### config.mk
export PLATFORM = sky130hd
export DESIGN_NAME = preset_store_flat
export DESIGN_NICKNAME = d
export VERILOG_FILES = /design/src/rtl/midi_pkg.sv /design/src/rtl/preset_store_if.sv /design/src/rtl/bus_xfer.sv /design/src/rtl/preset_store.sv /design/src/flat_wrapper.sv
export SDC_FILE = /design/constraint.sdc
export NUM_CORES = 1
export LEC_CHECK = 0
export ABC_AREA = 1
export CAP_MARGIN = 25
export CORE_ASPECT_RATIO = 0.7
export CORE_MARGIN = 5
export CORE_UTILIZATION = 48
export DETAILED_ROUTE_END_ITERATION = 8
export PLACE_DENSITY_LB_ADDON = 0.25
export SLEW_MARGIN = 30
export SYNTH_ARGS = -nofsm -noshare
export SYNTH_HDL_FRONTEND = slang
export SYNTH_SLANG_ARGS = --single-unit
### constraint.sdc
create_clock -name clk -period 1.9 [get_ports clk]
set_clock_uncertainty 0.2 [all_clocks]
set_input_delay 0.38 -clock clk [delete_from_list [all_inputs] [get_ports clk]]
set_output_delay 0.38 -clock clk [all_outputs]
set_load 0.01 [all_outputs]
### src/rtl/midi_pkg.sv
// Constants and FSM encoding shared by the preset flash store and its bus engine.
package midi_pkg;

    localparam logic [23:0] BASE_ADDR_DEF = 24'h1ffd80;
    localparam int unsigned PRESET_CNT    = 4;
    localparam logic [1:0]  LAST_IDX      = 2'(PRESET_CNT - 1);
    localparam logic [31:0] ERASED_WORD   = 32'hFFFF_FFFF;
    localparam logic [23:0] SECTOR_MASK   = 24'hFFF000;

    typedef enum logic [3:0] {
        LOAD_REQ,
        LOAD_WAIT,
        IDLE,
        SNAP,
        ERASE_REQ,
        ERASE_WAIT,
        WR_REQ,
        WR_WAIT,
        FAIL
    } state_e;

    function automatic logic [23:0] word_addr(input logic [23:0] base, input logic [1:0] idx);
        return base + {20'd0, idx, 2'b00};
    endfunction

endpackage

### src/rtl/preset_store_if.sv
// Strobe/ack bus between the preset store (master) and the SPI flash controller (slave).
interface preset_store_if;

    logic [23:0] adr_o;
    logic [31:0] dat_o;
    logic        we_o;
    logic        stb_o;
    logic        erase_o;
    logic [31:0] dat_i;
    logic        ack_i;
    logic        rty_i;

    modport master (
        output adr_o, dat_o, we_o, stb_o, erase_o,
        input  dat_i, ack_i, rty_i
    );

    modport slave (
        input  adr_o, dat_o, we_o, stb_o, erase_o,
        output dat_i, ack_i, rty_i
    );

endinterface

### src/rtl/bus_xfer.sv
// Single strobe/ack transfer engine: holds the request stable until a response and
// counts consecutive retries, flagging exhaustion at RETRY_MAX.
module bus_xfer
    import midi_pkg::*;
#(
    parameter int unsigned RETRY_MAX = 7
) (
    input  logic          clk,
    input  logic          rst,
    input  logic          start_i,
    input  logic [23:0]   adr_i,
    input  logic [31:0]   wdat_i,
    input  logic          we_i,
    input  logic          erase_i,
    output logic          done_o,
    output logic          retry_o,
    output logic          fail_o,
    output logic [31:0]   rdat_o,
    preset_store_if.master bus
);

    localparam logic [3:0] RMAX = 4'(RETRY_MAX);

    logic        stb_q, stb_d;
    logic [23:0] adr_q, adr_d;
    logic [31:0] dat_q, dat_d;
    logic        we_q, we_d;
    logic        erase_q, erase_d;
    logic [2:0]  rcnt_q, rcnt_d;

    logic        resp_ack;
    logic        resp_rty;
    logic [3:0]  rcnt_inc;
    logic        exhaust;

    // A simultaneous ack and rty is taken as an ack.
    assign resp_ack = stb_q & bus.ack_i;
    assign resp_rty = stb_q & bus.rty_i & ~bus.ack_i;
    assign rcnt_inc = {1'b0, rcnt_q} + 4'd1;
    assign exhaust  = (rcnt_inc >= RMAX);

    assign done_o  = resp_ack;
    assign retry_o = resp_rty & ~exhaust;
    assign fail_o  = resp_rty & exhaust;
    assign rdat_o  = bus.dat_i;

    always_comb begin
        stb_d   = stb_q;
        adr_d   = adr_q;
        dat_d   = dat_q;
        we_d    = we_q;
        erase_d = erase_q;
        rcnt_d  = rcnt_q;
        if (start_i) begin
            stb_d   = 1'b1;
            adr_d   = adr_i;
            dat_d   = wdat_i;
            we_d    = we_i;
            erase_d = erase_i;
        end else if (resp_ack) begin
            stb_d  = 1'b0;
            rcnt_d = '0;
        end else if (resp_rty) begin
            stb_d  = 1'b0;
            rcnt_d = exhaust ? 3'd0 : rcnt_inc[2:0];
        end
    end

    always_ff @(posedge clk or negedge rst) begin
        if (!rst) begin
            stb_q   <= 1'b0;
            adr_q   <= '0;
            dat_q   <= '0;
            we_q    <= 1'b0;
            erase_q <= 1'b0;
            rcnt_q  <= '0;
        end else begin
            stb_q   <= stb_d;
            adr_q   <= adr_d;
            dat_q   <= dat_d;
            we_q    <= we_d;
            erase_q <= erase_d;
            rcnt_q  <= rcnt_d;
        end
    end

    assign bus.stb_o   = stb_q;
    assign bus.adr_o   = adr_q;
    assign bus.dat_o   = dat_q;
    assign bus.we_o    = we_q;
    assign bus.erase_o = erase_q;

endmodule

### src/rtl/preset_store.sv
// Loads the four preset words from flash after reset and, on request, snapshots the
// live preset table and rewrites it to flash (sector erase followed by four writes).
module preset_store
    import midi_pkg::*;
#(
    parameter logic [23:0] BASE_ADDR = BASE_ADDR_DEF,
    parameter int unsigned RETRY_MAX = 7
) (
    input  logic          clk,
    input  logic          rst,
    input  logic          save_req,
    output logic [1:0]    rd_idx,
    input  logic [31:0]   rd_data,
    output logic          pw_valid,
    output logic [1:0]    pw_idx,
    output logic [31:0]   pw_data,
    output logic [3:0]    loaded,
    output logic          busy,
    output logic          err,
    preset_store_if.master bus
);

    state_e      state_q, state_d;
    logic [1:0]  idx_q, idx_d;
    logic        pend_q, pend_d;
    logic        err_q, err_d;
    logic [3:0]  loaded_q, loaded_d;
    logic        pw_valid_q, pw_valid_d;
    logic [1:0]  pw_idx_q, pw_idx_d;
    logic [31:0] pw_data_q, pw_data_d;
    logic [31:0] preset_buf_q [PRESET_CNT];
    logic [31:0] preset_buf_d [PRESET_CNT];

    logic        xf_start;
    logic [23:0] xf_adr;
    logic [31:0] xf_wdat;
    logic        xf_we;
    logic        xf_erase;
    logic        xf_done;
    logic        xf_retry;
    logic        xf_fail;
    logic [31:0] xf_rdat;

    bus_xfer #(
        .RETRY_MAX (RETRY_MAX)
    ) u_xfer (
        .clk     (clk),
        .rst     (rst),
        .start_i (xf_start),
        .adr_i   (xf_adr),
        .wdat_i  (xf_wdat),
        .we_i    (xf_we),
        .erase_i (xf_erase),
        .done_o  (xf_done),
        .retry_o (xf_retry),
        .fail_o  (xf_fail),
        .rdat_o  (xf_rdat),
        .bus     (bus)
    );

    always_comb begin
        state_d      = state_q;
        idx_d        = idx_q;
        pend_d       = pend_q;
        err_d        = err_q;
        loaded_d     = loaded_q;
        pw_valid_d   = 1'b0;
        pw_idx_d     = pw_idx_q;
        pw_data_d    = pw_data_q;
        preset_buf_d = preset_buf_q;
        xf_start     = 1'b0;
        xf_adr       = word_addr(BASE_ADDR, idx_q);
        xf_wdat      = '0;
        xf_we        = 1'b0;
        xf_erase     = 1'b0;

        // Requests arriving while busy collapse into a single pending save.
        if (save_req && (state_q != IDLE)) pend_d = 1'b1;

        unique case (state_q)
            LOAD_REQ: begin
                xf_start = 1'b1;
                state_d  = LOAD_WAIT;
            end
            LOAD_WAIT: begin
                if (xf_done) begin
                    pw_valid_d      = 1'b1;
                    pw_idx_d        = idx_q;
                    pw_data_d       = xf_rdat;
                    loaded_d[idx_q] = (xf_rdat != ERASED_WORD);
                    if (idx_q == LAST_IDX) begin
                        idx_d   = '0;
                        state_d = IDLE;
                    end else begin
                        idx_d   = idx_q + 2'd1;
                        state_d = LOAD_REQ;
                    end
                end else if (xf_retry) begin
                    state_d = LOAD_REQ;
                end else if (xf_fail) begin
                    err_d   = 1'b1;
                    state_d = FAIL;
                end
            end
            IDLE: begin
                if (save_req || pend_q) begin
                    err_d   = 1'b0;
                    pend_d  = 1'b0;
                    idx_d   = '0;
                    state_d = SNAP;
                end
            end
            SNAP: begin
                preset_buf_d[idx_q] = rd_data;
                if (idx_q == LAST_IDX) begin
                    idx_d   = '0;
                    state_d = ERASE_REQ;
                end else begin
                    idx_d = idx_q + 2'd1;
                end
            end
            ERASE_REQ: begin
                xf_start = 1'b1;
                xf_adr   = BASE_ADDR & SECTOR_MASK;
                xf_erase = 1'b1;
                state_d  = ERASE_WAIT;
            end
            ERASE_WAIT: begin
                if (xf_done) begin
                    idx_d   = '0;
                    state_d = WR_REQ;
                end else if (xf_retry) begin
                    state_d = ERASE_REQ;
                end else if (xf_fail) begin
                    err_d   = 1'b1;
                    state_d = FAIL;
                end
            end
            WR_REQ: begin
                xf_start = 1'b1;
                xf_we    = 1'b1;
                xf_wdat  = preset_buf_q[idx_q];
                state_d  = WR_WAIT;
            end
            WR_WAIT: begin
                if (xf_done) begin
                    if (idx_q == LAST_IDX) begin
                        loaded_d = {preset_buf_q[3] != ERASED_WORD,
                                    preset_buf_q[2] != ERASED_WORD,
                                    preset_buf_q[1] != ERASED_WORD,
                                    preset_buf_q[0] != ERASED_WORD};
                        idx_d    = '0;
                        state_d  = IDLE;
                    end else begin
                        idx_d   = idx_q + 2'd1;
                        state_d = WR_REQ;
                    end
                end else if (xf_retry) begin
                    state_d = WR_REQ;
                end else if (xf_fail) begin
                    err_d   = 1'b1;
                    state_d = FAIL;
                end
            end
            FAIL: begin
                idx_d   = '0;
                state_d = IDLE;
            end
            default: state_d = IDLE;
        endcase
    end

    always_ff @(posedge clk or negedge rst) begin
        if (!rst) begin
            state_q      <= LOAD_REQ;
            idx_q        <= '0;
            pend_q       <= 1'b0;
            err_q        <= 1'b0;
            loaded_q     <= '0;
            pw_valid_q   <= 1'b0;
            pw_idx_q     <= '0;
            pw_data_q    <= '0;
            preset_buf_q <= '{default: '0};
        end else begin
            state_q      <= state_d;
            idx_q        <= idx_d;
            pend_q       <= pend_d;
            err_q        <= err_d;
            loaded_q     <= loaded_d;
            pw_valid_q   <= pw_valid_d;
            pw_idx_q     <= pw_idx_d;
            pw_data_q    <= pw_data_d;
            preset_buf_q <= preset_buf_d;
        end
    end

    assign rd_idx   = (state_q == SNAP) ? idx_q : 2'd0;
    assign busy     = (state_q != IDLE);
    assign err      = err_q;
    assign loaded   = loaded_q;
    assign pw_valid = pw_valid_q;
    assign pw_idx   = pw_idx_q;
    assign pw_data  = pw_data_q;

endmodule

### src/flat_wrapper.sv
// flat-port wrapper written by rule: the top's interface ports become plain ports
module preset_store_flat import midi_pkg::*;
#(
    parameter logic [23:0] BASE_ADDR = BASE_ADDR_DEF,
    parameter int unsigned RETRY_MAX = 7
)
  (clk, rst, save_req, rd_idx, rd_data, pw_valid, pw_idx, pw_data, loaded, busy, err, bus_adr_o, bus_dat_o, bus_we_o, bus_stb_o, bus_erase_o, bus_dat_i, bus_ack_i, bus_rty_i);
  preset_store_if bus_i ();
  input  logic clk;
  input  logic rst;
  input  logic save_req;
  output logic [1:0] rd_idx;
  input  logic [31:0] rd_data;
  output logic pw_valid;
  output logic [1:0] pw_idx;
  output logic [31:0] pw_data;
  output logic [3:0] loaded;
  output logic busy;
  output logic err;
  output wire logic [$bits(bus_i.adr_o)-1:0] bus_adr_o;
  output wire logic [$bits(bus_i.dat_o)-1:0] bus_dat_o;
  output wire logic [$bits(bus_i.we_o)-1:0] bus_we_o;
  output wire logic [$bits(bus_i.stb_o)-1:0] bus_stb_o;
  output wire logic [$bits(bus_i.erase_o)-1:0] bus_erase_o;
  input wire logic [$bits(bus_i.dat_i)-1:0] bus_dat_i;
  input wire logic [$bits(bus_i.ack_i)-1:0] bus_ack_i;
  input wire logic [$bits(bus_i.rty_i)-1:0] bus_rty_i;
  assign bus_adr_o = bus_i.adr_o;
  assign bus_dat_o = bus_i.dat_o;
  assign bus_we_o = bus_i.we_o;
  assign bus_stb_o = bus_i.stb_o;
  assign bus_erase_o = bus_i.erase_o;
  assign bus_i.dat_i = bus_dat_i;
  assign bus_i.ack_i = bus_ack_i;
  assign bus_i.rty_i = bus_rty_i;
  preset_store #(.BASE_ADDR(BASE_ADDR), .RETRY_MAX(RETRY_MAX)) u_core (.clk(clk), .rst(rst), .save_req(save_req), .rd_idx(rd_idx), .rd_data(rd_data), .pw_valid(pw_valid), .pw_idx(pw_idx), .pw_data(pw_data), .loaded(loaded), .busy(busy), .err(err), .bus(bus_i));
endmodule
# After elaboration in Yosys (flattened, before gate mapping)

Index checks and enable logic that the tools add are counted.

Add/subtract/negate cells: 3
Magnitude comparators: 5
Equal/unequal tests: 25
Mux-type cells: 52
Bitwise logic cells: 9
Reduce and logical (&&, ||, !) cells: 19

Operators with widths:

| cell                    | count |
|---|---|
| $ne A32 B32 Y1 const B  | 5 |
| $bwmux W128             | 1 |
| $mux W32                | 4 |
| $bmux W32 S2            | 1 |
| $demux W32 S2           | 1 |
| $mux W4                 | 12 |
| $pmux W4 S8             | 1 |
| $mux W24                | 1 |
| $add A21 B4 Y22 const A | 1 |
| $eq A4 B3 Y1 const B    | 4 |
| $mux W1                 | 16 |
| $mux W2                 | 6 |
| $mux W3                 | 4 |
| $ne A2 B1 Y1 const B    | 5 |
| $ne A2 B2 Y1 const B    | 5 |
| $pmux W2 S5             | 1 |
| $eq A4 B2 Y1 const B    | 2 |
| $pmux W4 S2             | 1 |
| $reduce_and A4 Y1       | 2 |
| $reduce_and A2 Y1       | 3 |
| $reduce_bool A2 Y1      | 3 |
| $reduce_or A3 Y1        | 2 |
| $and A1 B1 Y1           | 5 |
| $reduce_and A5 Y1       | 1 |
| other kinds (22)        | 26 |

Register bits after elaboration: 237
Bits of input ports: 69
Output and inout bits: 102
Logic and storage cells: 131

# Logic depth before layout (Yosys ltp)

Gate-level depths: netlist of the first run.

Word-level depth: 7
Gate-level depth with buffers: 10

# Cells and area by module

From an unflattened synthesis of the first run, not the netlist that was laid out.

Cell total of the unflattened synthesis: 1443
Area total of the unflattened synthesis: 11235.8 µm²

Modules (own cells, without submodules):

| module       | instances | cells an instance | area each (µm²) | seq. area each (µm²) |
|---|---|---|---|---|
| preset_store | 1         | 1127              | 8530.7          | 4379.2 |
| bus_xfer     | 1         | 316               | 2705.1          | 1551.5 |

# Worst setup path after synthesis of the first run

No wires, ideal clock.

Path type: reg-to-reg
Start point: register u_core.idx_q[1]
End point: register u_core.preset_buf_q[94] (netlist name)
Setup time: 126 ps
Arrival: 1563 ps
Data required time: 1574 ps
Path slack: 11 ps
Stages on the path, launching flop included: 9
Buffers on the path: 3
Period minus slack after synthesis: 1889 ps
Path through: dfrtp_1 -> buf_2 -> clkinv_1 -> clkbuf_1 -> ha_1 -> nand2_4 -> buf_2 -> nand2_1 -> o21ai_0

Cells in the longest elaborated chain, start to end: 6

RTL lines:

| element                                                            | line                | RTL |
|---|---|---|
| start, declared                                                    | preset_store.sv:24  | `logic [1:0] idx_q, idx_d;` |
| start signal, assigned                                             | preset_store.sv:186 | `idx_q <= idx_d;` |
| $not A2 Y3 (not written as such) *                                 | preset_store.sv:114 | `preset_buf_d[idx_q] = rd_data;` |
| $ge A3 B3 Y1 (not written as such) or $lt A3 B1 Y1 (tied branches) | preset_store.sv:114 |  |
| $logic_and A1 B1 Y1 (not written as such)                          | preset_store.sv:114 |  |
| $mux W32 (not written as such)                                     | preset_store.sv:114 |  |
| $demux W32 S2 *                                                    | preset_store.sv:114 |  |
| $bwmux W128 *                                                      | preset_store.sv:114 |  |
| end signal, assigned                                               | preset_store.sv:193 | `preset_buf_q <= preset_buf_d;` |
| end, declared                                                      | preset_store.sv:31  | `logic [31:0] preset_buf_q [PRESET_CNT];` |

Every way passes the cells marked *; elsewhere a longest branch is shown, timed or not.
A chain may end at the register's enable or synchronous reset.

# Worst setup path in the final report of the first run

Start point: register u_core.state_q[2]
End point: output rd_idx[1]

Cells in the longest elaborated chain, start to end: 2

RTL lines:

| element                | line                | RTL |
|---|---|---|
| start, declared        | preset_store.sv:23  | `state_e state_q, state_d;` |
| start signal, assigned | preset_store.sv:185 | `state_q <= state_d;` |
| $eq A4 B2 Y1           | preset_store.sv:197 | `assign rd_idx = (state_q == SNAP) ? idx_q : 2'd0;` |
| $mux W2                | preset_store.sv:197 |  |
| end, declared          | flat_wrapper.sv:12  | `output logic [1:0] rd_idx;` |

Every way passes these cells.

==> impl_results.md, run 1 <==
* Status: complete, but fails checks
* Failing checks: setup timing
* Setup TNS at -0.339 ns
* R2R depth at 7
* Chip height at 131 um
* Critical path launch point type: flip-flop
* Placed cells at 1646
* Internal power at 13.0 mW
* Initial Util at 0.484
* VDD IR max at 0.000697 V
* Share of layout cells above drive strength 1 at 0.101
* Fin nets at 1481
* Total grt overflow at 0
* Setup crit end kind: output pin
* Clock slew at reported path FFs at 0.06 ns
* Delay-heaviest family, CP: flip-flops
* Setup CP Type: flip-flop to output pin
* Initial antenna violation count at 0
* Final setup vio count at 3
* CTS sink cnt at 217
* Vias at 8891
* Highest Clock Rate at 491 MHz
* Yosys top cell by area: dfrtp_1
* CP cell instances: nor2_4 -> buf_6 -> nand2_4 -> nor2_2 -> buf_2
* Synthesized instance count at 1220
* Yosys cell types at 28
* Pwr dens at 1620 mW/mm2
* Num CTS Buffers at 22
* Sequential Power Share at 0.402
* Max cap viols at 0
* CTS tree: built
* Pleak at 6.56 nW
* RSZ-0062 raised after global routing: yes
* Minimum clock period at 2.04 ns
* Most frequent cells in the layout: 505 x nand2_1, 215 x dfrtp_1, 122 x o21ai_0
* Final ANT Viol Nets at 0
* Buf/Inv on CP at 2
* Worst Path Required at 1.32 ns
* Post-synthesis register bit count at 217
* Critical path depth in cells at 5
* Largest cells by area after synthesis: dfrtp_1 55%, nand2_1 19%, o21ai_0 6.3%, nand3_1 4.0%, a32o_1 3.2%
* Cell Rows at 44
* Clk pwr share at 0.205
* Share of the synthesized area in the top cell type at 0.545
* Die X at 182 um
* IO Port Bufs at 161
* Slew Limit Fails at 0
* CTS Buffer Depth at 3
* Worst-path fanout max at 3
* Netlist Area Pre-Place at 0.00996 mm2
* Worst Slack Setup Final at -0.136 ns
* Tot GR Track Use at 0.226
* Placer Congestion at 0.896
* DRC Markers at 0
* # diodes at 0
* DR WL/cell at 16.4 um
* P_sw at 8.14 mW
* Hold WC Path Type: input port to async pin
* CTS H-tree depth at 1
* Combinational power share at 0.393
* Sequential share of the synthesized area at 0.545
* Area Growth Syn to Fin at 30.4%
* Crit path DAT at 1.46 ns
* Mean Syn Cell Area at 8.17 um2
* Final cycle utilization of the critical path at 1.07
* WL final at 27.8 mm
* 1st-iter DRT viols at 745
* CP peak stage delay at 0.42 ns
* Vias in the first global route at 8408
* Final hold vios at 0
* Finished Layout Cells at 1698
* Die area at 0.0238 mm2
* CP max-delay cell: dfrtp_1
* Net Sw Frac at 0.386
* Core area at 0.0206 mm2
* Most common cell after layout, fill and taps aside: nand2_1
* HPWL Detailed at 18.6 mm
* Global-route wire length before repair at 43.8 mm
* Worst-Skew Late Latency at 0.51 ns
* Largest net degree at the start of global routing at 57
* 1st-pass router iterations at 5
* Root buffer cell: clkbuf_16
* Yosys Warn Count at 0
* Crit path launch: u_core.state_q[2]$_DFFE_PN0P_
* Mean number of vias per cell at 5.24
* I/O pin count at 171
* Reg-to-reg startpoint: u_core.idx_q[0]$_DFFE_PN0P_
[worst reg2reg max path, stage by stage, from the launching register on]
cell,delay [ns]
dfrtp_2,0.43
inv_2,0.12
buf_4,0.22
ha_1,0.24
nand2_4,0.15
clkbuf_16,0.23
nand2_1,0.07
o21ai_0,0.08
[kinds of logic after synthesis]
| kind of cell | after synthesis | synth area share |
|---|---|---|
| AND/OR/NAND/NOR | 673 | 0.270 |
| buffers and inverters | 140 | 0.0686 |
| AO/OA/AOI/OAI | 183 | 0.108 |
| other | 1 | 0.000376 |
| adder cells (fa/ha/maj) | 6 | 0.00753 |
| flip-flops | 217 | 0.545 |
[sequential cells by signal (all words and copies together) (netlist names)]
register / count
u_core.preset_buf_q: 128
u_core.pw_data: 32
u_core.u_xfer.bus.dat_o: 32
u_core.loaded: 4
u_core.state_q: 4
u_core.u_xfer.bus.adr_o: 4
u_core.u_xfer.rcnt_q: 3
u_core.idx_q: 2
u_core.pw_idx: 2
u_core.err: 1
u_core.pend_q: 1
u_core.pw_valid: 1
u_core.u_xfer.bus.erase_o: 1
u_core.u_xfer.bus.stb_o: 1
u_core.u_xfer.bus.we_o: 1
[worst paths after layout]
path | slack (ns) | endpoint
worst max-delay path | -0.14 | rd_idx[1]
worst min-delay path | 0.17 | u_core.state_q[2]$_DFFE_PN0P_
worst max register to register | 0.05 | u_core.preset_buf_q[114]$_DFFE_PN0P_
worst min register to register | 0.27 | u_core.pw_data[13]$_DFFE_PN0P_
max in group asynchronous | 0.71 | u_core.u_xfer.bus.dat_o[3]$_DFFE_PN0P_
min in group clk | 0.25 | u_core.pw_data[10]$_DFFE_PN0P_
[through the flow]
step	hold WS [ns]	utilization	cell area, um2	worst slack, ns	total power, mW
finish	0.167	0.631	13000	-0.136	21.1
global route	0.204	0.631	13000	-0.216	22.6
CTS	0.158	0.623	12800	-0.203	20.9
detailed placement	0.118	0.588	12100	-0.156	16.9
global placement	0.118	0.588	12100	-0.116	16.6
floorplan	-0.116	-	9990	0.0110	13.1
[routing by layer]
metal / routed length, um / share of wire / track usage / vias to the layer above
met1: 12900 / 0.46 / 0.333 / 4233
met4: 450 / 0.016 / 0.0450 / 0
met2: 12200 / 0.44 / 0.351 / 348
li1: - / - / - / 4279
met5: 0 / 0 / 0 / -
met3: 2240 / 0.081 / 0.0479 / 31
[power groups by stage]
| stage | Clock, mW | Combinational (mW) | Sequential [mW] |
|---|---|---|---|
| after CTS | 4.41 | 8.06 | 8.41 |
| after global routing | 4.61 | 9.25 | 8.75 |
| after floorplan | 0 | 4.60 | 8.48 |
| after global placement | 0 | 8.19 | 8.45 |
| final | 4.33 | 8.29 | 8.47 |
| after detailed placement | 0 | 8.38 | 8.50 |
[area by class of cell]
cell class	instances	area, um2
fillers	1818	7600
clock inverters	5	86.3
multi-input cells	871	3950
clock buffers	35	629
repair buffers	232	2290
inverters	62	250
flip-flops and latches	217	5430
well taps	276	345
[timing repair]
item	CTS	global route
setup endpoints to repair	93	116
cloned	1	3
hold endpoints to repair	217	0
setup buffers	7	5
hold buffers	1	0
gates resized for setup	118	27
pin swaps	2	7
[synth_stat cells]
library cell,instances
a21oi_1,6
a31oi_1,1
a32o_1,32
buf_1,2
buf_2,37
buf_4,23
buf_6,3
clkbuf_1,13
clkinv_1,1
conb_1,1
dfrtp_1,217
ha_1,6
inv_1,55
inv_2,5
inv_4,1
nand2_1,513
nand2_2,2
nand2_4,4
nand3_1,79
nand3_2,1
nand3b_1,2
nand4_1,1
nor2_1,66
nor2_2,2
nor2_4,1
o21ai_0,125
o21ai_1,19
or2_2,2
No activity file was read; power rests on OpenSTA's default activity.
==> inputs of run 2 (changes only) <==
--- a/config.mk
+++ b/config.mk
@@ -8,9 +8,9 @@
 export ABC_AREA = 1
 export CAP_MARGIN = 25
 export CORE_ASPECT_RATIO = 0.7
-export CORE_MARGIN = 5
-export CORE_UTILIZATION = 48
+export CORE_UTILIZATION = 52
 export DETAILED_ROUTE_END_ITERATION = 8
+export MAX_ROUTING_LAYER = met4
 export PLACE_DENSITY_LB_ADDON = 0.25
 export SLEW_MARGIN = 30
 export SYNTH_ARGS = -nofsm -noshare
==> constraint.sdc (replaced) <==
create_clock -name clk -period 2.38 [get_ports clk]
set_clock_uncertainty 0.2 [all_clocks]
set_input_delay 0.476 -clock clk [delete_from_list [all_inputs] [get_ports clk]]
set_output_delay 0.476 -clock clk [all_outputs]
set_load 0.01 [all_outputs]
==> run 2 against run 1 <==
- the flow now finishes without violations
- via count shrank 2.3%
- combinational power fell by 23%
- clock power down 21%
- sequential power shrank 19%
- hold slack better by 0.10 ns
- non-clock buffer count shrank 46
- count of clock-buffer cells in the layout down 2
- register-to-register slack better by 0.15 ns
- largest power group unchanged
- highest routed layer unchanged
==> impl_results.md, run 2 (synthesized netlist as in run 1, its figures left out) <==
* Setup TNS at 0 ns
* CTS Buffer Depth at 3
* 1st-pass router iterations at 7
* Final setup vio count at 0
* Most common cell after layout, fill and taps aside: nand2_1
* Minimum clock period at 2.30 ns
* 1st-iter DRT viols at 814
* HPWL Detailed at 17.3 mm
* Slew Limit Fails at 0
* Final ANT Viol Nets at 0
* Final cycle utilization of the critical path at 0.965
* Highest Clock Rate at 435 MHz
* VDD IR max at 0.000562 V
* Tot GR Track Use at 0.278
* CP max-delay cell: dfrtp_2
* Multi-input gate area at 0.00389 mm2
* Top cell by count, worst path: inv_1
* Mean number of vias per cell at 5.39
* Buf/Inv on CP at 3
* Setup CP Type: flip-flop to output pin
* Largest register FFs at 128
* Top reg by flops: u_core.preset_buf_q
* Final hold vios at 0
* WL final at 25.9 mm
* Worst-path fanout max at 4
* Global-route wire length before repair at 42.7 mm
* Slew at the pin with the worst max-slew slack at 0.691 ns
* Die area at 0.0197 mm2
* RSZ-0062 raised after global routing: no
* Chip height at 118 um
* Clock slew at reported path FFs at 0.06 ns
* Pleak at 6.02 nW
* Cell Rows at 41
* Post-Layout Inst Area at 0.0125 mm2
* Num CTS Buffers at 22
* Fin nets at 1435
* Worst Path Required at 1.70 ns
* Initial Util at 0.543
* Largest net degree at the start of global routing at 65
* I/O pin count at 171
* Most frequent cells in the layout: 512 x nand2_1, 213 x dfrtp_1, 157 x clkdlybuf4s50_1
* CP peak stage delay at 0.43 ns
* Pwr dens at 1330 mW/mm2
* Placer Congestion at 0.936
* Vias in the first global route at 8181
* FF/Latch Area at 0.00544 mm2
* # diodes at 0
* Initial antenna violation count at 0
* DP Area at 0.0117 mm2
* Die X at 167 um
* Delay-heaviest family, CP: flip-flops
* Relative slew margins at 0.539
* Setup crit end kind: output pin
* CTS tree: built
* Crit path DAT at 1.62 ns
* DRC Markers at 0
* Area Growth Syn to Fin at 25.1%
* Core area at 0.0184 mm2
* IO Port Bufs at 161
* CP cell instances: nor2_4 -> inv_1 -> nor2_2 -> inv_1 -> clkdlybuf4s15_1
* Vias at 8689
* CTS H-tree depth at 1
* Max cap viols at 0
* Total grt overflow at 0
* Root buffer cell: clkbuf_16
* Worst-Skew Late Latency at 0.50 ns
* Share of layout cells above drive strength 1 at 0.0632
* Critical path launch point type: flip-flop
* Status: completed
* Hold WC Path Type: input port to async pin
* DR WL/cell at 16.1 um
* Fillers at 1514
* CTS sink cnt at 217
* Power, Total at 16.6 mW
run 2: per-stage QoR:
step	util	hold WS (ns)	std cells	worst slack [ns]
3_5_place_dp	0.636	0.226	1567	0.198
2_1_floorplan	-	-0.0196	1228	0.491
4_1_cts	0.677	0.281	1608	0.0223
5_1_grt	0.678	0.303	1612	0.00788
6_report	0.678	0.270	1612	0.0831
3_3_place_gp	0.636	0.227	1567	0.246
run 2: worst paths after layout:
check,from,endpoint,slack [ns],depth (start not counted)
min in group clk,u_core.pw_data[21]$_DFFE_PN0P_,u_core.pw_data[21]$_DFFE_PN0P_,0.28,2
max in group asynchronous,rst,u_core.preset_buf_q[43]$_DFFE_PN0P_,1.09,3
setup / recovery,u_core.state_q[2]$_DFFE_PN0P_,busy,0.08,5
hold reg to reg,u_core.pw_data[21]$_DFFE_PN0P_,u_core.pw_data[21]$_DFFE_PN0P_,0.28,2
hold / removal,rst,u_core.u_xfer.bus.dat_o[28]$_DFFE_PN0P_,0.27,2
setup reg to reg,u_core.idx_q[0]$_DFFE_PN0P_,u_core.preset_buf_q[68]$_DFFE_PN0P_,0.20,5
run 2: timing repair:
action	in CTS	in global routing
hold endpoints to repair	36	0
gates resized for setup	8	3
pin swaps	1	2
setup buffers	0	4
endpoints found under the setup margin	3	3
hold buffers	1	0
run 2: per-layer routing:
layer | vias up | track usage | wire, um | share of wire
li1 | 4189 | - | - | -
met2 | 369 | 0.415 | 11500 | 0.44
met3 | 31 | 0.0367 | 1980 | 0.076
met4 | 0 | 0.0528 | 405 | 0.016
met1 | 4100 | 0.409 | 12100 | 0.47
met5 | - | - | 0 | 0
run 2: report_power, final:
group / switching, mW / internal (mW) / total, mW
Sequential: 1.37 / 5.47 / 6.84
Clock: 1.42 / 1.98 / 3.40
Combinational: 3.54 / 2.83 / 6.36
run 2: layout make-up:
class | count | area share
Multi-Input combinational cell | 871 | 0.312
Timing Repair Buffer | 186 | 0.151
Sequential cell | 217 | 0.436
Clock buffer | 33 | 0.0548
Inverter | 62 | 0.0191
Clock inverter | 7 | 0.00301
Tap cell | 236 | 0.0237
==> inputs of run 3 (changes only) <==
--- a/config.mk
+++ b/config.mk
@@ -8,6 +8,7 @@
 export ABC_AREA = 1
 export CAP_MARGIN = 25
 export CORE_ASPECT_RATIO = 0.7
+export CORE_MARGIN = 10
 export CORE_UTILIZATION = 52
 export DETAILED_ROUTE_END_ITERATION = 8
 export MAX_ROUTING_LAYER = met4
==> run 3 against run 2 <==
- register-to-register slack better by 0.04 ns
- total power is 0.58% higher
- combinational power is 2% higher
- hold slack better by 0.0054 ns
- sequential share of layout area is 0.057 points higher
- setup slack worse by 0.034 ns
- non-clock buffer count is 2 higher
- wire length is 7.2% higher
- core utilization is 1.9 points lower
- critical path depth stayed put
- via count is 0.59% higher
- sequential power hardly changed
- largest power group unchanged
==> impl_results.md, run 3 (synthesized netlist as in run 1, its figures left out) <==
* Hold WC Path Type: flip-flop to flip-flop
* Minimum clock period at 2.33 ns
* Relative slew margins at 0.549
* Core Util, Final at 0.660
* DRC Markers at 0
* # diodes at 0
* Top cell by count, worst path: inv_1
* Initial antenna violation count at 0
* Reg-to-reg startpoint: u_core.idx_q[0]$_DFFE_PN0P_
* Highest Clock Rate at 429 MHz
* Final cycle utilization of the critical path at 0.979
* Final hold vios at 0
* Crit path DAT at 1.66 ns
* 1st-pass router iterations at 5
* Largest net degree at the start of global routing at 70
* Cell Rows at 42
* Die X at 185 um
* Slew Limit Fails at 0
* Tot GR Track Use at 0.222
* CTS Buffer Depth at 3
* Setup crit end kind: output pin
* CTS tree: built
* Fillers at 1609
* Most frequent cells in the layout: 512 x nand2_1, 213 x dfrtp_1, 157 x clkdlybuf4s50_1
* Die area at 0.0252 mm2
* Top reg by flops: u_core.preset_buf_q
* CP max-delay cell: dfrtp_2
* Final setup vio count at 0
* Core area at 0.0189 mm2
* Vias at 8740
* DR WL/cell at 17.2 um
* Crit Reg-Reg Endpoint: u_core.preset_buf_q[75]$_DFFE_PN0P_
* Hold path depth at 2
* WL final at 27.8 mm
* Status: completed
* Vias in the first global route at 8392
* VDD IR max at 0.000779 V
* CP peak stage delay at 0.45 ns
* Worst-Skew Late Latency at 0.51 ns
* Initial Util at 0.528
* Pleak at 6.01 nW
* Root buffer cell: clkbuf_16
* Setup TNS at 0 ns
* Slew at the pin with the worst max-slew slack at 0.676 ns
* Largest register FFs at 128
* Num CTS Buffers at 22
* Setup CP Type: flip-flop to output pin
* CTS sink cnt at 217
* CTS H-tree depth at 1
* Mean number of vias per cell at 5.41
* R2R depth at 5
* Placer Congestion at 0.939
* Area Growth Syn to Fin at 24.9%
* Hold endpoint: u_core.u_xfer.bus.erase_o$_DFFE_PN0P_
* Chip height at 136 um
* Hold Crit Start: u_core.u_xfer.bus.erase_o$_DFFE_PN0P_
* Global-route wire length before repair at 44.4 mm
* R2r setup slk at 0.24 ns
* Pwr dens at 1340 mW/mm2
* Critical path launch point type: flip-flop
* I/O pin count at 171
* Fin nets at 1437
* IO Port Bufs at 161
* Most common cell after layout, fill and taps aside: nand2_1
* Share of layout cells above drive strength 1 at 0.0597
* CP cell instances: nor2_4 -> inv_1 -> nor2_2 -> inv_1 -> dlygate4sd2_1
* Worst Path Required at 1.70 ns
* HPWL Detailed at 18.7 mm
* Worst-path fanout max at 4
* Max cap viols at 0
* Final ANT Viol Nets at 0
* 1st-iter DRT viols at 849
* Total grt overflow at 0
* Clock slew at reported path FFs at 0.07 ns
run 3: cell count changes in the layout (fill, tap and decap cells not counted), moves of 2 or more:
cell / change
clkbuf_8: -2
clkbuf_1: +2
buf_4: +3
clkinv_2: -5
run 3: area by class of cell:
cell class                      instances  area [um2]  share of cell area
Clock buffer                           33         663              0.0533
Sequential cell                       217        5440               0.437
Tap cell                              242         303              0.0243
Inverter                               62         235              0.0189
Multi-Input combinational cell        871        3890               0.313
Clock inverter                          2        35.0             0.00282
Timing Repair Buffer                  188        1880               0.151
run 3: worst max path at each step:
stage | startpoint | endpoint | slack (ns) | cells past startpoint
3_3_place_gp | u_core.state_q[2]$_DFFE_PN0P_ | busy | 0.28 | 5
6_report | u_core.state_q[3]$_DFFE_PN0P_ | busy | 0.05 | 5
4_1_cts | u_core.state_q[3]$_DFFE_PN0P_ | busy | 0.02 | 5
5_1_grt | u_core.state_q[3]$_DFFE_PN0P_ | busy | -0.02 | 5
2_1_floorplan | u_core.idx_q[1]$_DFFE_PN0P_ | u_core.preset_buf_q[94]$_DFFE_PN0P_ | 0.49 | 8
3_5_place_dp | bus_rty_i | u_core.u_xfer.rcnt_q[1]$_DFFE_PN0P_ | 0.22 | 7
run 3: metal layers:
layer / vias to the layer above / routed length (um) / global-route usage
li1: 4184 / - / -
met1: 4160 / 12800 / 0.310
met2: 371 / 12300 / 0.341
met3: 25 / 2380 / 0.0325
met4: 0 / 361 / 0.0396
met5: - / 0 / -
run 3: critical path: cells and delay by family, from the launching register on:
kind / cells / cell delay [ns]
buffers and inverters: 3 / 0.42
DFF: 1 / 0.45
and+or+nand+nor: 2 / 0.28
run 3: through the flow:
step	power, mW	std cells	setup slack [ns]	cell area (um2)	hold slack, ns
5_1_grt	17.9	1615	-0.0159	12400	0.298
6_report	16.7	1615	0.0489	12400	0.275
3_5_place_dp	13.2	1573	0.221	11700	0.264
2_1_floorplan	10.4	1228	0.491	9990	-0.0196
4_1_cts	16.7	1609	0.0215	12400	0.280
3_3_place_gp	13.0	1573	0.279	11700	0.257
run 3: where the power goes:
part | switching [mW] | leakage (nW) | internal, mW
Sequential | 1.36 | 2.67 | 5.47
Clock | 1.38 | 0.343 | 2.01
Combinational | 3.63 | 2.99 | 2.85
run 3: timing repair:
item | 4_1_cts | 5_1_grt
endpoints found under the setup margin | 3 | 3
endpoints found under the hold margin | 50 | 0
resized for setup | 7 | 2
hold buffers | 1 | 0
buffers inserted | 0 | 6
pin swaps | 1 | 2
cloned | 0 | 0
